==> src/rtl/riscv_alu_sched_if.sv <==
// Shared types and bundled port list for the two-requester ALU scheduler.
//   riscv_alu_sched_pkg : alu_func_t operation encoding (ALU_ADD is the idle code)
//   riscv_alu_sched_if  : request side (req_*), shared-ALU side (alu_*), response side (rsp_*)
//     slave  modport : seen by the scheduler
//     master modport : seen by requesters / ALU / response consumer
package riscv_alu_sched_pkg;

  typedef enum logic [3:0] {
    ALU_ADD  = 4'd0,
    ALU_SUB  = 4'd1,
    ALU_SLL  = 4'd2,
    ALU_SLT  = 4'd3,
    ALU_SLTU = 4'd4,
    ALU_XOR  = 4'd5,
    ALU_SRL  = 4'd6,
    ALU_SRA  = 4'd7,
    ALU_OR   = 4'd8,
    ALU_AND  = 4'd9
  } alu_func_t;

endpackage

interface riscv_alu_sched_if #(
  parameter int unsigned TAG_W = 4
);
  import riscv_alu_sched_pkg::*;

  // Request side, one lane per requester
  logic [1:0]             req_valid;
  logic [1:0]             req_ready;
  logic [1:0][31:0]       req_a;
  logic [1:0][31:0]       req_b;
  logic [1:0][4:0]        req_shift;
  alu_func_t [1:0]        req_func;
  logic [1:0][TAG_W-1:0]  req_tag;

  // Shared ALU side
  logic [31:0]            alu_a;
  logic [31:0]            alu_b;
  logic [4:0]             alu_shift;
  alu_func_t              alu_func;
  logic [31:0]            alu_result;

  // Response side
  logic                   rsp_valid;
  logic                   rsp_ready;
  logic                   rsp_id;
  logic [TAG_W-1:0]       rsp_tag;
  logic [31:0]            rsp_result;

  modport slave (
    input  req_valid, req_a, req_b, req_shift, req_func, req_tag,
    input  alu_result, rsp_ready,
    output req_ready, alu_a, alu_b, alu_shift, alu_func,
    output rsp_valid, rsp_id, rsp_tag, rsp_result
  );

  modport master (
    output req_valid, req_a, req_b, req_shift, req_func, req_tag,
    output alu_result, rsp_ready,
    input  req_ready, alu_a, alu_b, alu_shift, alu_func,
    input  rsp_valid, rsp_id, rsp_tag, rsp_result
  );

endinterface

==> src/rtl/riscv_alu_sched.sv <==
// Two-requester scheduler in front of one shared single-cycle riscv_alu.
// The granted request is muxed onto the ALU combinationally and its result is
// captured into a one-entry response register (latency 1, one result per cycle).
// Ports:
//   clk    : clock, rising edge
//   rst_n  : asynchronous active-low reset
//   bus    : riscv_alu_sched_if.slave (req_*, alu_*, rsp_* bundle)
// Config macro: RISCV_ALU_SCHED_RR_EN
//   defined   -> round-robin arbitration (pointer flips to the other requester after each accept)
//   undefined -> fixed priority, requester 0 always wins, no pointer state
module riscv_alu_sched
  import riscv_alu_sched_pkg::*;
#(
  parameter int unsigned TAG_W = 4
) (
  input  logic               clk,
  input  logic               rst_n,
  riscv_alu_sched_if.slave   bus
);

  typedef enum logic {
    S_EMPTY = 1'b0,
    S_FULL  = 1'b1
  } state_t;

  state_t             r_state;
  logic [31:0]        r_rsp_result;
  logic               r_rsp_id;
  logic [TAG_W-1:0]   r_rsp_tag;

  logic               w_any;
  logic               w_grant;
  logic               w_can_accept;
  logic               w_accept;

`ifdef RISCV_ALU_SCHED_RR_EN
  logic               r_prio;

  // Contention goes to the pointer; a lone requester always wins
  always_comb begin
    w_grant = 1'b0;
    if (bus.req_valid == 2'b11) begin
      w_grant = r_prio;
    end else begin
      w_grant = bus.req_valid[1];
    end
  end
`else
  // Requester 1 only wins when requester 0 is idle
  always_comb begin
    w_grant = 1'b0;
    if (!bus.req_valid[0]) begin
      w_grant = bus.req_valid[1];
    end
  end
`endif

  assign w_any        = |bus.req_valid;
  assign w_can_accept = (r_state == S_EMPTY) || bus.rsp_ready;
  assign w_accept     = w_can_accept && w_any;

  // Ready is one-hot on the granted lane, only when the response slot frees up
  always_comb begin
    bus.req_ready = 2'b00;
    if (w_accept) begin
      bus.req_ready = w_grant ? 2'b10 : 2'b01;
    end
  end

  // Operand mux to the shared ALU; idle drive is ADD of zeros
  always_comb begin
    bus.alu_a     = 32'd0;
    bus.alu_b     = 32'd0;
    bus.alu_shift = 5'd0;
    bus.alu_func  = ALU_ADD;
    if (w_any) begin
      bus.alu_a     = bus.req_a[w_grant];
      bus.alu_b     = bus.req_b[w_grant];
      bus.alu_shift = bus.req_shift[w_grant];
      bus.alu_func  = bus.req_func[w_grant];
    end
  end

  // Response slot FSM; an accept overrides the drain so back-to-back results stream
  always_ff @(posedge clk or negedge rst_n) begin
    if (!rst_n) begin
      r_state      <= S_EMPTY;
      r_rsp_result <= 32'd0;
      r_rsp_id     <= 1'b0;
      r_rsp_tag    <= '0;
`ifdef RISCV_ALU_SCHED_RR_EN
      r_prio       <= 1'b0;
`endif
    end else begin
      if (w_accept) begin
        r_state      <= S_FULL;
        r_rsp_result <= bus.alu_result;
        r_rsp_id     <= w_grant;
        r_rsp_tag    <= bus.req_tag[w_grant];
`ifdef RISCV_ALU_SCHED_RR_EN
        r_prio       <= ~w_grant;
`endif
      end else if ((r_state == S_FULL) && bus.rsp_ready) begin
        r_state      <= S_EMPTY;
      end
    end
  end

  assign bus.rsp_valid  = (r_state == S_FULL);
  assign bus.rsp_result = r_rsp_result;
  assign bus.rsp_id     = r_rsp_id;
  assign bus.rsp_tag    = r_rsp_tag;

endmodule

==> src/flat_wrapper.sv <==
// flat-port wrapper written by rule: the top's interface ports become plain ports
module riscv_alu_sched_flat import riscv_alu_sched_pkg::*;
#(
  parameter int unsigned TAG_W = 4
)
  (clk, rst_n, bus_req_valid, bus_req_a, bus_req_b, bus_req_shift, bus_req_func, bus_req_tag, bus_alu_result, bus_rsp_ready, bus_req_ready, bus_alu_a, bus_alu_b, bus_alu_shift, bus_alu_func, bus_rsp_valid, bus_rsp_id, bus_rsp_tag, bus_rsp_result);
  riscv_alu_sched_if #(.TAG_W(TAG_W)) bus_i ();
  input  logic clk;
  input  logic rst_n;
  input wire logic [$bits(bus_i.req_valid)-1:0] bus_req_valid;
  input wire logic [$bits(bus_i.req_a)-1:0] bus_req_a;
  input wire logic [$bits(bus_i.req_b)-1:0] bus_req_b;
  input wire logic [$bits(bus_i.req_shift)-1:0] bus_req_shift;
  input wire logic [$bits(bus_i.req_func)-1:0] bus_req_func;
  input wire logic [$bits(bus_i.req_tag)-1:0] bus_req_tag;
  input wire logic [$bits(bus_i.alu_result)-1:0] bus_alu_result;
  input wire logic [$bits(bus_i.rsp_ready)-1:0] bus_rsp_ready;
  output wire logic [$bits(bus_i.req_ready)-1:0] bus_req_ready;
  output wire logic [$bits(bus_i.alu_a)-1:0] bus_alu_a;
  output wire logic [$bits(bus_i.alu_b)-1:0] bus_alu_b;
  output wire logic [$bits(bus_i.alu_shift)-1:0] bus_alu_shift;
  output wire logic [$bits(bus_i.alu_func)-1:0] bus_alu_func;
  output wire logic [$bits(bus_i.rsp_valid)-1:0] bus_rsp_valid;
  output wire logic [$bits(bus_i.rsp_id)-1:0] bus_rsp_id;
  output wire logic [$bits(bus_i.rsp_tag)-1:0] bus_rsp_tag;
  output wire logic [$bits(bus_i.rsp_result)-1:0] bus_rsp_result;
  assign bus_i.req_valid = bus_req_valid;
  assign bus_i.req_a = bus_req_a;
  assign bus_i.req_b = bus_req_b;
  assign bus_i.req_shift = bus_req_shift;
  assign bus_i.req_func = bus_req_func;
  assign bus_i.req_tag = bus_req_tag;
  assign bus_i.alu_result = bus_alu_result;
  assign bus_i.rsp_ready = bus_rsp_ready;
  assign bus_req_ready = bus_i.req_ready;
  assign bus_alu_a = bus_i.alu_a;
  assign bus_alu_b = bus_i.alu_b;
  assign bus_alu_shift = bus_i.alu_shift;
  assign bus_alu_func = bus_i.alu_func;
  assign bus_rsp_valid = bus_i.rsp_valid;
  assign bus_rsp_id = bus_i.rsp_id;
  assign bus_rsp_tag = bus_i.rsp_tag;
  assign bus_rsp_result = bus_i.rsp_result;
  riscv_alu_sched #(.TAG_W(TAG_W)) u_core (.clk(clk), .rst_n(rst_n), .bus(bus_i));
endmodule
==> config.mk <==
export PLATFORM = sky130hd
export DESIGN_NAME = riscv_alu_sched_flat
export DESIGN_NICKNAME = d
export VERILOG_FILES = /design/src/rtl/riscv_alu_sched_if.sv /design/src/rtl/riscv_alu_sched.sv /design/src/flat_wrapper.sv
export SDC_FILE = /design/constraint.sdc
export NUM_CORES = 1
export LEC_CHECK = 0
export BUFFER_PORTS_ARGS = -buffer_cell sky130_fd_sc_hd__buf_2
export CORE_AREA = 5 5 115 117
export DETAILED_ROUTE_END_ITERATION = 10
export DIE_AREA = 0 0 120 122
export GPL_ROUTABILITY_DRIVEN = 0
export PLACE_DENSITY_LB_ADDON = 0.3
export RECOVER_POWER = 25
export SYNTH_ARGS = -nofsm -noshare
export SYNTH_HDL_FRONTEND = slang
export SYNTH_SLANG_ARGS = --single-unit
==> constraint.sdc <==
create_clock -name clk -period 1.25 [get_ports clk]
set_input_delay 0 -clock clk [delete_from_list [all_inputs] [get_ports clk]]
set_output_delay 0 -clock clk [all_outputs]
set_load 0.01 [all_outputs]
==> flow_summary.ini <==
[timing]
finalCritPeriodShare = 1.08
tightest_slew_ps = 491
rsz0062_at_grt = true
fin_ws_ps = -96.4
maxSlewViolCount = 0
finalSetupViolCount = 37
fin_worst_skew_ps = 3.57
fin_setup_tns_ps = -2920
period_minus_slack_ps = 1350
max_freq_ghz = 0.743
max_slew_margin = 0.673
whs_ps = 27.2
finalHoldViolCount = 0

[yosys]
synth_compound_area_frac = 0.271
ys_seq_area_frac = 0.397
synth_top_area_frac = 0.397
synth_xor_area_frac = 0
synth_cells = 181
syn_area_per_cell_um2 = 13.2
synth_fp_nets = 372
synth_area_um2 = 2390
synthMuxAreaShare = 0.235
synthAdderAreaFrac = 0
ys_ff_latch = 38
synth_cell_type_count = 18
ys_warn_count = 0
synth_largest_area_cell = dfrtp_1
synth_top_family_by_area = compound AO/OA/AOI/OAI gates
yosys.area_share.simple = 0.0293
synth_area_leaders = dfrtp_1 (40%), a22o_1 (27%), mux2_4 (19%), mux2_2 (4.7%), buf_12 (2.5%)

[setup_path]
cp-end-kind = flop
slowest_stage = dfrtp_1
cp.required_ps = 1410
critPathLaunchType = flop
cp_top_family = flip-flops
crit_cells = 4
crit_fanout = 8
crit_buf_inv = 1
slowest_delay_ps = 380
path_cells = and2b_4 > nor2_8 > buf_6 > mux2_2
path_class = reg -> reg
arrival_ps = 1510
reg2regPathDepth = 4

[cells_and_area]
final_cell_area_um2 = 4620
mostFrequentLayoutCells = buf_2 (301), a22o_1 (73), dfrtp_1 (38)
drive_above_1_share = 0.716
final_common_cell = buf_2
area_growth_pct = 93.1
nFillCells = 1222
antenna_cells = 0
final_core_util = 0.377
nets = 708

[power]
ir_drop_mv = 0.673
p_per_area_nw_per_um2 = 958
p_leak_nw = 2.57

[clock_network]
clkSinkCount = 38
cts_buffer_depth = 2
htreeDepth = 2
clock_latency_ps = 270
cts_buffers = 5
cts_root_buffer = clkbuf_16
clk_pin_slew_ps = 60
cts_tree = built

[status]
outcome = finished with violations
violations = setup timing

[global_route]
grt_pass1_wl_um = 15000
grt_max_degree = 55
grtUsageTotal = 0.125
grt.overflow.total = 0
antenna_found_initial = 0
grt_pass1_vias = 2983

[placed_design]
dp_hpwl_um = 8150
port_buffers = 303
place_area_um2 = 4080

[drt]
drtPass1Iterations = 4
drc_errors = 0
wirelength_um = 10400
wl_per_cell_um = 15.5
dr_total_vias = 2888
avgViaCountPerCell = 4.32
drt-initial-drc-count = 83
ant_nets = 0

[floorplanning]
io_pins = 304
die_h_um = 122
initial_core_util = 0.195
chipWidth_um = 120
die_area_um2 = 14600
fp-row-count = 41
core_region_area_um2 = 12300

[min_path]
hp-class = in -> reg
min_path_cells = 2

[job]
cap_violations = 0
[synth_stat cells, drive strengths merged]
cell / count
dfrtp: 38
and2b: 1
nor2b: 2
mux2: 40
buf: 13
clkbuf: 7
nor2: 3
and2: 1
o2bb2ai: 1
or3: 1
inv: 1
a22o: 73
[metal layers]
layer,global-route usage,share of wire,vias up
met3,0.0409,0.10,12
met5,0,0,-
met1,0.146,0.37,1327
met4,0.0258,0.012,0
li1,-,-,1385
met2,0.224,0.52,164
[path summary, 6_finish.rpt]
check                                          start                   endpoint  slack, ps
worst min register to register     u_core.bus.rsp_id          u_core.bus.rsp_id        510
worst min-delay path                bus_req_valid[1]       u_core.bus.rsp_valid         30
min in group asynchronous                      rst_n  u_core.bus.rsp_result[10]        200
worst max register to register  u_core.bus.rsp_valid  u_core.bus.rsp_result[21]       -100
worst max-delay path            u_core.bus.rsp_valid  u_core.bus.rsp_result[21]       -100
max in group asynchronous                      rst_n   u_core.bus.rsp_result[4]        200
[worst reg2reg max path, delay by kind of cell, from the launching register on]
family | cells | cell delay (ps)
flops | 1 | 380
mux | 1 | 340
simple gates | 2 | 340
buf+inv | 1 | 170
[flip-flops by register name, summed over array words and instances (netlist names)]
| signal | flops |
|---|---|
| u_core.bus.rsp_tag | 4 |
| u_core.bus.rsp_id | 1 |
| u_core.bus.rsp_valid | 1 |
| u_core.bus.rsp_result | 32 |
[cell families (layout without fill, tap and decap cells)]
group,count (synthesis),after routing
buffers and inverters,21,358
multiplexers,40,40
flip-flops,38,38
AND/OR/NAND/NOR,8,8
AO/OA/AOI/OAI,74,74
[metrics by stage]
step                      worst slack, ps  std cells  power, W
final                               -96.4        668   0.00443
after global routing                 -131        668   0.00467
after CTS                            -104        666   0.00446
after detailed placement            -88.2        625   0.00308
after global placement              -94.2        625   0.00307
after floorplan                      -108        181   0.00231
[where the power goes]
part,internal (W),switching [W]
Sequential,0.00140,0.000106
Combinational,0.000958,0.000696
Clock,0.000789,0.000475
Total,0.00315,0.00128
[repair_timing]
item	4_1_cts	5_1_grt
endpoints found under the setup margin	38	39
cloned	0	1
hold buffers	33	0
pin swaps	1	0
buffers inserted	0	1
endpoints found under the hold margin	54	0
resized for setup	8	4
[final cells by class]
class,instances,area [um^2],area share
repair buffers,349,2020,0.437
clock buffers,6,139,0.0300
well taps,150,188,0.0406
clock inverters,2,12.5,0.00271
multi-input cells,122,1310,0.283
flip-flops and latches,38,951,0.206
inverters,1,3.75,0.000812
No activity file was read; power rests on OpenSTA's default activity.
